`src/rtl/clk_div_sched_pkg.sv`:
```
// Shared types and defaults for the clk_div_scheduler slice.
package clk_div_sched_pkg;

  localparam int unsigned NCH_DEFAULT  = 4;
  localparam int unsigned CW_DEFAULT   = 8;
  localparam int unsigned DIV_DISABLED = 0;

  typedef enum logic [1:0] {
    IDLE,
    ALIGN,
    RUN
  } state_t;

  // Channel-select width; a single channel still needs a 1-bit select port.
  function automatic int unsigned ch_width(input int unsigned n);
    return (n > 1) ? $clog2(n) : 1;
  endfunction

endpackage

```
`src/rtl/clk_div_scheduler_chan.sv`:
```
// One scheduler channel: counter, ratio, shadow ratio, pending flag, pulse/square outputs.
// Square output is built only when CLK_DIV_SCHED_SQUARE_EN is defined.
module clk_div_chan
  import clk_div_sched_pkg::*;
#(
  parameter int unsigned CW = CW_DEFAULT
) (
  input  logic          clk_in,
  input  logic          rst,
  input  logic          idle_i,
  input  logic          align_i,
  input  logic          run_i,
  input  logic          halt_i,
  input  logic          wr_i,
  input  logic [CW-1:0] wr_div_i,
  output logic          pending_o,
  output logic          pulse_o,
  output logic          sq_o
);

  logic [CW-1:0] div_q, div_d;
  logic [CW-1:0] shadow_q, shadow_d;
  logic [CW-1:0] cnt_q, cnt_d;
  logic          pending_q, pending_d;
  logic          pulse_q, pulse_d;
  logic          active_d;

  always_comb begin
    div_d     = div_q;
    shadow_d  = shadow_q;
    pending_d = pending_q;
    cnt_d     = '0;
    if (halt_i) begin
      // Leaving the run: a write in this same cycle, else any waiting shadow, lands directly.
      if (wr_i) begin
        div_d = wr_div_i;
      end else if (pending_q) begin
        div_d = shadow_q;
      end
      pending_d = 1'b0;
    end else if (idle_i) begin
      if (wr_i) begin
        div_d = wr_div_i;
      end
    end else begin
      if (wr_i) begin
        shadow_d  = wr_div_i;
        pending_d = 1'b1;
      end
      if (run_i) begin
        if (div_q == CW'(DIV_DISABLED) || cnt_q == div_q - CW'(1)) begin
          if (pending_q) begin
            div_d     = shadow_q;
            pending_d = 1'b0;
          end
        end else begin
          cnt_d = cnt_q + CW'(1);
        end
      end
    end
  end

  // Outputs are computed from the next count so they line up with the registered count.
  always_comb begin
    active_d = (align_i | run_i) & ~halt_i;
    pulse_d  = active_d && (div_d != CW'(DIV_DISABLED)) && (cnt_d == div_d - CW'(1));
  end

  always_ff @(posedge clk_in) begin
    if (rst) begin
      div_q     <= '0;
      shadow_q  <= '0;
      cnt_q     <= '0;
      pending_q <= 1'b0;
      pulse_q   <= 1'b0;
    end else begin
      div_q     <= div_d;
      shadow_q  <= shadow_d;
      cnt_q     <= cnt_d;
      pending_q <= pending_d;
      pulse_q   <= pulse_d;
    end
  end

  assign pending_o = pending_q;
  assign pulse_o   = pulse_q;

`ifdef CLK_DIV_SCHED_SQUARE_EN
  logic sq_q, sq_d;

  always_comb begin
    sq_d = active_d && (cnt_d < (div_d >> 1));
  end

  always_ff @(posedge clk_in) begin
    if (rst) begin
      sq_q <= 1'b0;
    end else begin
      sq_q <= sq_d;
    end
  end

  assign sq_o = sq_q;
`else
  assign sq_o = 1'b0;
`endif

endmodule

```
`src/rtl/clk_div_scheduler.sv`:
```
// Multi-channel clock-enable scheduler: FSM, config decode and ready reduction.
// Optional square-wave outputs are enabled with CLK_DIV_SCHED_SQUARE_EN.
module clk_div_scheduler
  import clk_div_sched_pkg::*;
#(
  parameter int unsigned NCH = NCH_DEFAULT,
  parameter int unsigned CW  = CW_DEFAULT
) (
  input  logic                         clk_in,
  input  logic                         rst,
  input  logic                         cfg_valid,
  output logic                         cfg_ready,
  input  logic [ch_width(NCH)-1:0]     cfg_ch,
  input  logic [CW-1:0]                cfg_div,
  input  logic                         start,
  input  logic                         stop,
  output logic                         busy,
  output logic [NCH-1:0]               pulse,
  output logic [NCH-1:0]               sq_out
);

  localparam int unsigned CHW = ch_width(NCH);

  state_t         state_q, state_d;
  logic           busy_q, busy_d;
  logic           idle_s, align_s, run_s, halt_s;
  logic           cfg_fire;
  logic [NCH-1:0] pending;

  always_ff @(posedge clk_in) begin
    if (rst) begin
      state_q <= IDLE;
      busy_q  <= 1'b0;
    end else begin
      state_q <= state_d;
      busy_q  <= busy_d;
    end
  end

  always_comb begin
    state_d = state_q;
    case (state_q)
      IDLE:    if (start && !stop) state_d = ALIGN;
      ALIGN:   state_d = stop ? IDLE : RUN;
      RUN:     if (stop) state_d = IDLE;
      default: state_d = IDLE;
    endcase
  end

  always_comb begin
    busy_d  = (state_d != IDLE);
    idle_s  = (state_q == IDLE);
    align_s = (state_q == ALIGN);
    run_s   = (state_q == RUN);
    halt_s  = (state_q != IDLE) && (state_d == IDLE);
  end

  assign cfg_ready = ~|pending;
  assign cfg_fire  = cfg_valid & cfg_ready;
  assign busy      = busy_q;

  // Selects at or above NCH match no channel, so such writes are absorbed silently.
  for (genvar g = 0; g < NCH; g++) begin : g_chan
    clk_div_chan #(
      .CW (CW)
    ) u_chan (
      .clk_in    (clk_in),
      .rst       (rst),
      .idle_i    (idle_s),
      .align_i   (align_s),
      .run_i     (run_s),
      .halt_i    (halt_s),
      .wr_i      (cfg_fire && (cfg_ch == CHW'(g))),
      .wr_div_i  (cfg_div),
      .pending_o (pending[g]),
      .pulse_o   (pulse[g]),
      .sq_o      (sq_out[g])
    );
  end

endmodule
```
`config.mk`:
```
export PLATFORM = sky130hd
export DESIGN_NAME = clk_div_scheduler
export DESIGN_NICKNAME = d
export VERILOG_FILES = /design/src/rtl/clk_div_sched_pkg.sv /design/src/rtl/clk_div_scheduler_chan.sv /design/src/rtl/clk_div_scheduler.sv
export SDC_FILE = /design/constraint.sdc
export NUM_CORES = 1
export LEC_CHECK = 0
export ABC_AREA = 0
export CAP_MARGIN = 20
export CORE_MARGIN = 4
export CORE_UTILIZATION = 40
export CTS_CLUSTER_DIAMETER = 150
export DETAILED_ROUTE_END_ITERATION = 10
export GPL_TIMING_DRIVEN = 0
export PLACE_DENSITY_LB_ADDON = 0.1
export SYNTH_ARGS = -nofsm -noshare
export SYNTH_HDL_FRONTEND = slang
export SYNTH_SLANG_ARGS = --single-unit
```
`constraint.sdc`:
```
create_clock -name clk_in -period 6.9 [get_ports clk_in]
set_input_delay 1.38 -clock clk_in [delete_from_list [all_inputs] [get_ports clk_in]]
set_output_delay 1.38 -clock clk_in [all_outputs]
set_load 0.01 [all_outputs]
```
==> summary.txt, run 1 <==
Critical path
  • Reg2reg path depth: 17
  • Worst Path Arrival: approximately 6.3 ns
  • Worst r2r src: state_q[0]$_SDFF_PP0_
  • R2R setup slack: 1.41 ns
  • CP required: 7.15 ns
  • Worst setup path category: input port to flip-flop
  • Most frequent CP cell: a21oi_1
  • Worst path max stage delay: 0.79 ns
  • Critical-path top delay cell: a2111oi_0
  • R2R Path End: g_chan[0].u_chan.pulse_o$_SDFF_PP0_
  • CP endpoint kind: flip-flop
  • Worst Path Max Fanout: 10
  • Worst-path cell chain: clkdlybuf4s50_1 -> and3b_1 -> a2111oi_0 -> or2_0 -> clkbuf_1 -> clkbuf_1 -> a21oi_1 -> a21oi_1 -> ha_1 -> o311ai_1 -> nor4_1 -> nor3_1 -> a2111oi_2 -> a21oi_1 -> nor4_1
  • Critical path startpoint category: input port

Clock tree
  • CTS clock-pin slew for the worst setup and hold paths: 0.08 ns
  • Htree depth: 3
  • Clk buf depth: 2
  • Number of CTS-inserted buffers: 9
  • Worst skew pair latency: 0.36 ns
  • Root Driver: clkbuf_16
  • Hold_buf cts: 0
  • Post-cts repair resize count: 0
  • CTS Sinks: 107
  • # Post-CTS Setup Buffers: 0
  • CTS tree: yes

Place
  • HPWL Detailed: between 15000 and 20000 um
  • DP Cell Count: 1387
  • Port bufs: 17
  • Routability cong.: 0.886
  • Setup WS pre-CTS: 0.707 ns

Status
  • Outcome: complete, no violations

STA
  • Final Hold Viols: 0
  • Slew of the pin with the lowest slew margin: 1.16 ns
  • Tmin final: 6.02 ns
  • Final Skew: 0.00844 ns
  • Final setup TNS: 0 ns
  • Final period util: 0.873
  • Rel. slew slack: 0.223
  • Final Slew Violations: 0
  • RSZ-0062 raised after global routing: no
  • Final Setup Violations: 0
  • Setup ws final: 0.876 ns
  • Fmax achieved: 166 MHz

Cells and area
  • Layout area overhead: 10.5%
  • Final net count: 1163
  • Most common cell after layout, fill and taps aside: nor2_1
  • Non-Filler Instances: between 1000 and 1500
  • Antenna fix cells: 0
  • Fill cells: 2152
  • Most frequent cells in the layout: nor2_1 (154), dfxtp_1 (107), clkbuf_1 (69)
  • Core Util, Final: 0.453
  • Layout cells sized above 1: 0.0644

Synth
  • Mapped Avg Cell Area: 7.65 sq um
  • Asr flop ratio synth: 0
  • Synth Flop Type: dfxtp_1
  • Synthesized area: between 8000 and 9000 sq um
  • Synth cell types: 90
  • Synth warn: 0
  • Post-synth EDFFs: 0
  • Synthesized flop and latch total: 107
  • Cells after Synth: ~1100
  • Sequential area share after synthesis: 0.256

Drt
  • Antenna-violating nets left: 0
  • Final WL: 27600 um
  • DR iter-0 viols: ~730
  • Via density: 5.90
  • DRC Markers: 0
  • Initial DRT Pass Iterations: 5
  • Wire per inst: 19.7 um
  • Via total after detailed routing: 8279

Floorplanning
  • Die height: 153 um
  • IO Count: 25
  • Initial core utilization: 0.410
  • Row count: 52
  • Core outline area: 20400 sq um
  • DIE AREA: 23300 sq um
  • Chip Width: 153 um

Global route
  • Vias in the first global route: 7702
  • Overall routing resource usage: 0.231
  • Largest net degree at the start of global routing: 19
  • First-pass GRT wire length: between 40000 and 50000 um
  • Antenna violations before repair: 0
  • Remaining global-route overflow: 0

Power and ir drop
  • Total power: approximately 1900 uW
  • PD cells: 203 nW/um^2
  • Leak pwr: around 0.0034 uW
  • VDD IR-drop max: 0.120 mV

Hold path
  • WHS Path Cells: 2
  • Hold Path Origin: g_chan[1].u_chan.shadow_q[2]$_SDFFE_PP0P_
  • Tightest Hold Check Type: flip-flop to flip-flop
  • Hold EP: g_chan[1].u_chan.shadow_q[2]$_SDFFE_PP0P_

Flow run
  • Max-cap violations: 0
critical path: cells and delay by family:
kind,cells,cell delay (ns)
AND/OR/NAND/NOR,5,1.29
AO/OA/AOI/OAI,6,1.78
buffers and inverters,3,1.57
adder cells (fa/ha/maj),1,0.24
through the flow:
step | hold slack (ns) | area, sq um
2_1_floorplan | 0.454 | 8390
3_3_place_gp | 0.473 | 8900
3_5_place_dp | 0.483 | 8920
4_1_cts | 0.501 | 9260
5_1_grt | 0.520 | 9260
6_report | 0.498 | 9260
where the power goes:
| group | internal (uW) | leakage [uW] | switching (uW) |
|---|---|---|---|
| clock network | 333 | 0.000160 | 273 |
| logic | 237 | 0.00238 | 375 |
| registers | 636 | 0.000866 | 22.6 |
final cells by class:
cell class                      count  area, sq um  area share
Tap cell                          270          338      0.0365
Clock inverter                      6         93.8      0.0101
Inverter                           32          120      0.0130
Multi-Input combinational cell    873         5770       0.623
Sequential cell                   107         2140       0.231
Clock buffer                       10          239      0.0258
Timing Repair Buffer               19          190      0.0205
Buffer                             86          368      0.0397
kinds of logic after synthesis:
logic type      synth area share
simple gates               0.263
compound gates             0.214
flops                      0.256
buf+inv                   0.0582
xor+xnor                  0.0878
other cells             0.000448
fa+ha+maj                 0.0299
mux                       0.0917
state kept, by name, indices dropped and copies added (netlist names):
| name | cells |
|---|---|
| busy | 1 |
| g_chan.u_chan.pulse_o | 4 |
| g_chan.u_chan.cnt_q | 32 |
| g_chan.u_chan.pending_o | 4 |
| g_chan.u_chan.div_q | 32 |
| g_chan.u_chan.shadow_q | 32 |
| state_q | 2 |
synthesized netlist by cell type (6+ instances only):
cell type / number / share of area
nor3_1: 47 / 0.028
nor4_1: 11 / 0.0082
nand3b_1: 8 / 0.0072
mux2i_1: 61 / 0.073
and2_1: 8 / 0.0060
mux2_2: 14 / 0.019
a22oi_1: 6 / 0.0054
nor2_1: 154 / 0.069
o211ai_1: 15 / 0.013
o2111ai_1: 6 / 0.0063
o31ai_1: 10 / 0.0090
xnor2_1: 46 / 0.048
inv_1: 30 / 0.013
a31oi_1: 16 / 0.012
clkbuf_1: 69 / 0.031
ha_1: 20 / 0.030
nor2b_1: 15 / 0.011
xor2_1: 38 / 0.040
a22o_1: 6 / 0.0063
and3_1: 15 / 0.011
or3_1: 9 / 0.0067
o21ai_0: 45 / 0.027
o22ai_1: 14 / 0.010
dfxtp_1: 107 / 0.26
a211oi_1: 11 / 0.0099
buf_4: 8 / 0.0072
nand2_1: 61 / 0.027
nand3_1: 31 / 0.019
nand4_1: 10 / 0.0075
a21oi_1: 59 / 0.035
nor3b_1: 11 / 0.0099
nand2b_1: 14 / 0.010
buf_2: 6 / 0.0036
worst max path at each step:
stage | cells after the start | start | to
after floorplan | 14 | stop | g_chan[0].u_chan.pulse_o$_SDFF_PP0_
after global placement | 15 | stop | g_chan[0].u_chan.pulse_o$_SDFF_PP0_
after detailed placement | 15 | stop | g_chan[0].u_chan.pulse_o$_SDFF_PP0_
after CTS | 15 | stop | g_chan[0].u_chan.pulse_o$_SDFF_PP0_
after global routing | 15 | stop | g_chan[0].u_chan.pulse_o$_SDFF_PP0_
final | 15 | stop | g_chan[0].u_chan.pulse_o$_SDFF_PP0_
per-layer routing:
| layer | vias up | track usage | share of wire |
|---|---|---|---|
| li1 | 4015 | - | - |
| met1 | 3953 | 0.329 | 0.47 |
| met2 | 262 | 0.367 | 0.45 |
| met3 | 49 | 0.0338 | 0.058 |
| met4 | 0 | 0.0573 | 0.022 |
| met5 | - | 0 | 0 |
Power figures use the tool's default switching activity.
==> inputs of run 2 (changes only) <==
Settings changed: PLACE_DENSITY from default to 0.61, PLACE_DENSITY_LB_ADDON 0.1 to default.
==> run 2 against run 1 <==
Hold slack improved by 0.0028 ns. Largest power group unchanged. Final cell count is the same. Critical path type unchanged. Largest cell class unchanged. Clock power fell by 4.8%. Wire length fell by 5.2%. Final area decreased by 0.23%. Critical path depth unchanged. Die area did not move. Via count down 0.21%.
==> summary.txt, run 2 (synthesis gave the netlist of run 1 again) <==
STA
  • Final Hold Viols: 0 (unchanged)
  • Final Skew: 0.0113 ns (+0.00283 ns)
  • Final Slew Violations: 0 (unchanged)
  • Final hold slack: 0.501 ns (+0.00281 ns)
  • Slew of the pin with the lowest slew margin: 1.14 ns (-0.0152 ns)
  • Final period util: 0.838 (-0.0350)
  • Final setup TNS: 0 ns (unchanged)
  • Tmin final: 5.78 ns (-0.241 ns)
  • Final Setup Violations: 0 (unchanged)
  • Fmax achieved: 173 MHz (+4.2%)
  • RSZ-0062 raised after global routing: no
  • Rel. slew slack: 0.233 (+0.0102)

Power and ir drop
  • VDD IR-drop max: 0.123 mV (+2.6%)
  • Total power: 1840 uW (-1.9%)
  • Leak pwr: 0.00340 uW (-0.22%)
  • PD cells: 199 nW/um^2 (-1.7%)

Place
  • Routability cong.: 0.907 (+2.4%)
  • HPWL Detailed: 19100 um (-4.3%)
  • Port bufs: 17 (unchanged)

Drt
  • Wire per inst: 18.7 um (-5.2%)
  • Final WL: 26200 um (-5.2%)
  • Met1 Routed Length: 12000 um (-8.2%)
  • WL met2: 11700 um (-5.5%)
  • DRC Markers: 0 (unchanged)
  • DR top layer: met4
  • Antenna-violating nets left: 0 (unchanged)
  • DR iter-0 viols: 953 (+30%)
  • Via total after detailed routing: 8262 (-0.21%)
  • Via density: 5.89 (-0.21%)
  • Initial DRT Pass Iterations: 5 (unchanged)
  • WL met3: 1900 um (+18%)

Floorplanning
  • Initial core utilization: 0.410 (unchanged)
  • Row count: 52 (unchanged)
  • Chip Width: 153 um (unchanged)
  • Die height: 153 um (unchanged)
  • DIE AREA: 23300 sq um (unchanged)
  • IO Count: 25 (unchanged)
  • Core outline area: 20400 sq um (unchanged)

Cells and area
  • Most frequent cells in the layout: nor2_1 (154), dfxtp_1 (107), clkbuf_1 (69)
  • Layout area overhead: 10.2%
  • Layout cells sized above 1: 0.0644 (unchanged)
  • Most common cell after layout, fill and taps aside: nor2_1
  • Top flop regs: g_chan.u_chan.cnt_q x32, g_chan.u_chan.div_q x32, g_chan.u_chan.shadow_q x32
  • Final net count: 1163 (unchanged)
  • Antenna fix cells: 0 (unchanged)

Critical path
  • Worst setup path category: input port to flip-flop
  • CP endpoint kind: flip-flop
  • Worst Path Max Fanout: 10 (unchanged)
  • Critical path startpoint category: input port
  • Worst Path Arrival: 6.04 ns (-0.23 ns)
  • CP required: 7.16 ns (about the same)

Flow run
  • Max-cap violations: 0 (unchanged)

Status
  • Outcome: complete, no violations

Clock tree
  • Worst skew pair latency: 0.38 ns (+0.02 ns)
  • Number of CTS-inserted buffers: 9 (unchanged)
  • CTS tree: yes
  • Post-cts repair resize count: 0 (unchanged)
  • Clk buf depth: 2 (unchanged)
  • CTS clock-pin slew for the worst setup and hold paths: 0.09 ns (about the same)
  • Root Driver: clkbuf_16
  • CTS Sinks: 107 (unchanged)
  • # Post-CTS Setup Buffers: 0 (unchanged)
  • Hold_buf cts: 0 (unchanged)
  • Htree depth: 3 (unchanged)

Global route
  • First-pass GRT wire length: 40500 um (-6.4%)
  • Antenna violations before repair: 0 (unchanged)
  • Overall routing resource usage: 0.215 (-0.0156)
  • Remaining global-route overflow: 0 (unchanged)
  • Largest net degree at the start of global routing: 21 (+2)
  • Vias in the first global route: 7358 (-4.5%)

Hold path
  • Tightest Hold Check Type: flip-flop to flip-flop
run 2: changes by cell type in the layout (fill, tap and decap cells not counted), sizes merged:
cell,delta
bufinv,-1
inv,+2
clkdlybuf4s18,-1
run 2: report_power, final:
| part | switching [uW] | total, uW | internal [uW] | leakage (uW) |
|---|---|---|---|---|
| combinational | 368 | 604 | 236 | 0.00238 |
| sequential | 22.5 | 658 | 636 | 0.000866 |
| clock | 283 | 577 | 294 | 0.000154 |
run 2: area by class of cell:
class,instances,area (sq um)
Buffer,86,368
Inverter,32,120
Clock buffer,9,225
Fill cell,2142,11200
Sequential cell,107,2140
Timing Repair Buffer,19,185
Tap cell,270,338
Multi-Input combinational cell,873,5770
Clock inverter,7,91.3
run 2: routing by layer:
layer	GRT usage	vias to the layer above
met5	0	-
met4	0.0675	0
met3	0.0375	59
met2	0.342	307
met1	0.298	3877
li1	-	4019
run 2: per-stage QoR:
stage / utilization / area [sq um] / cells / setup WS (ns)
global route: 0.452 / 9240 / 1403 / 0.557
floorplan: - / 8390 / 1098 / 2.58
detailed placement: 0.436 / 8910 / 1386 / 0.848
CTS: 0.452 / 9230 / 1402 / 1.19
finish: 0.452 / 9240 / 1403 / 1.12
global placement: 0.436 / 8900 / 1385 / 0.844
run 2: path summary, 6_finish.rpt:
path | start | endpoint | slack, ns | cells after the start
worst min-delay path | g_chan[3].u_chan.shadow_q[2]$_SDFFE_PP0P_ | g_chan[3].u_chan.shadow_q[2]$_SDFFE_PP0P_ | 0.50 | 2
worst max-delay path | stop | g_chan[0].u_chan.pulse_o$_SDFF_PP0_ | 1.12 | 15
worst max register to register | state_q[0]$_SDFF_PP0_ | g_chan[0].u_chan.pulse_o$_SDFF_PP0_ | 1.62 | 17
worst min register to register | g_chan[3].u_chan.shadow_q[2]$_SDFFE_PP0P_ | g_chan[3].u_chan.shadow_q[2]$_SDFFE_PP0P_ | 0.50 | 2
run 2: worst max-delay path: stages:
cell and delay, ns:
clkdlybuf4s50_1 0.52, and3b_1 0.23, a2111oi_0 0.66, or2_0 0.19, clkbuf_1 0.36, clkbuf_1 0.59, a21oi_1 0.21, a21oi_1 0.23
ha_1 0.24, o311ai_1 0.22, nor4_1 0.38, nor3_1 0.12, a2111oi_2 0.22, a21oi_1 0.12, nor4_1 0.37
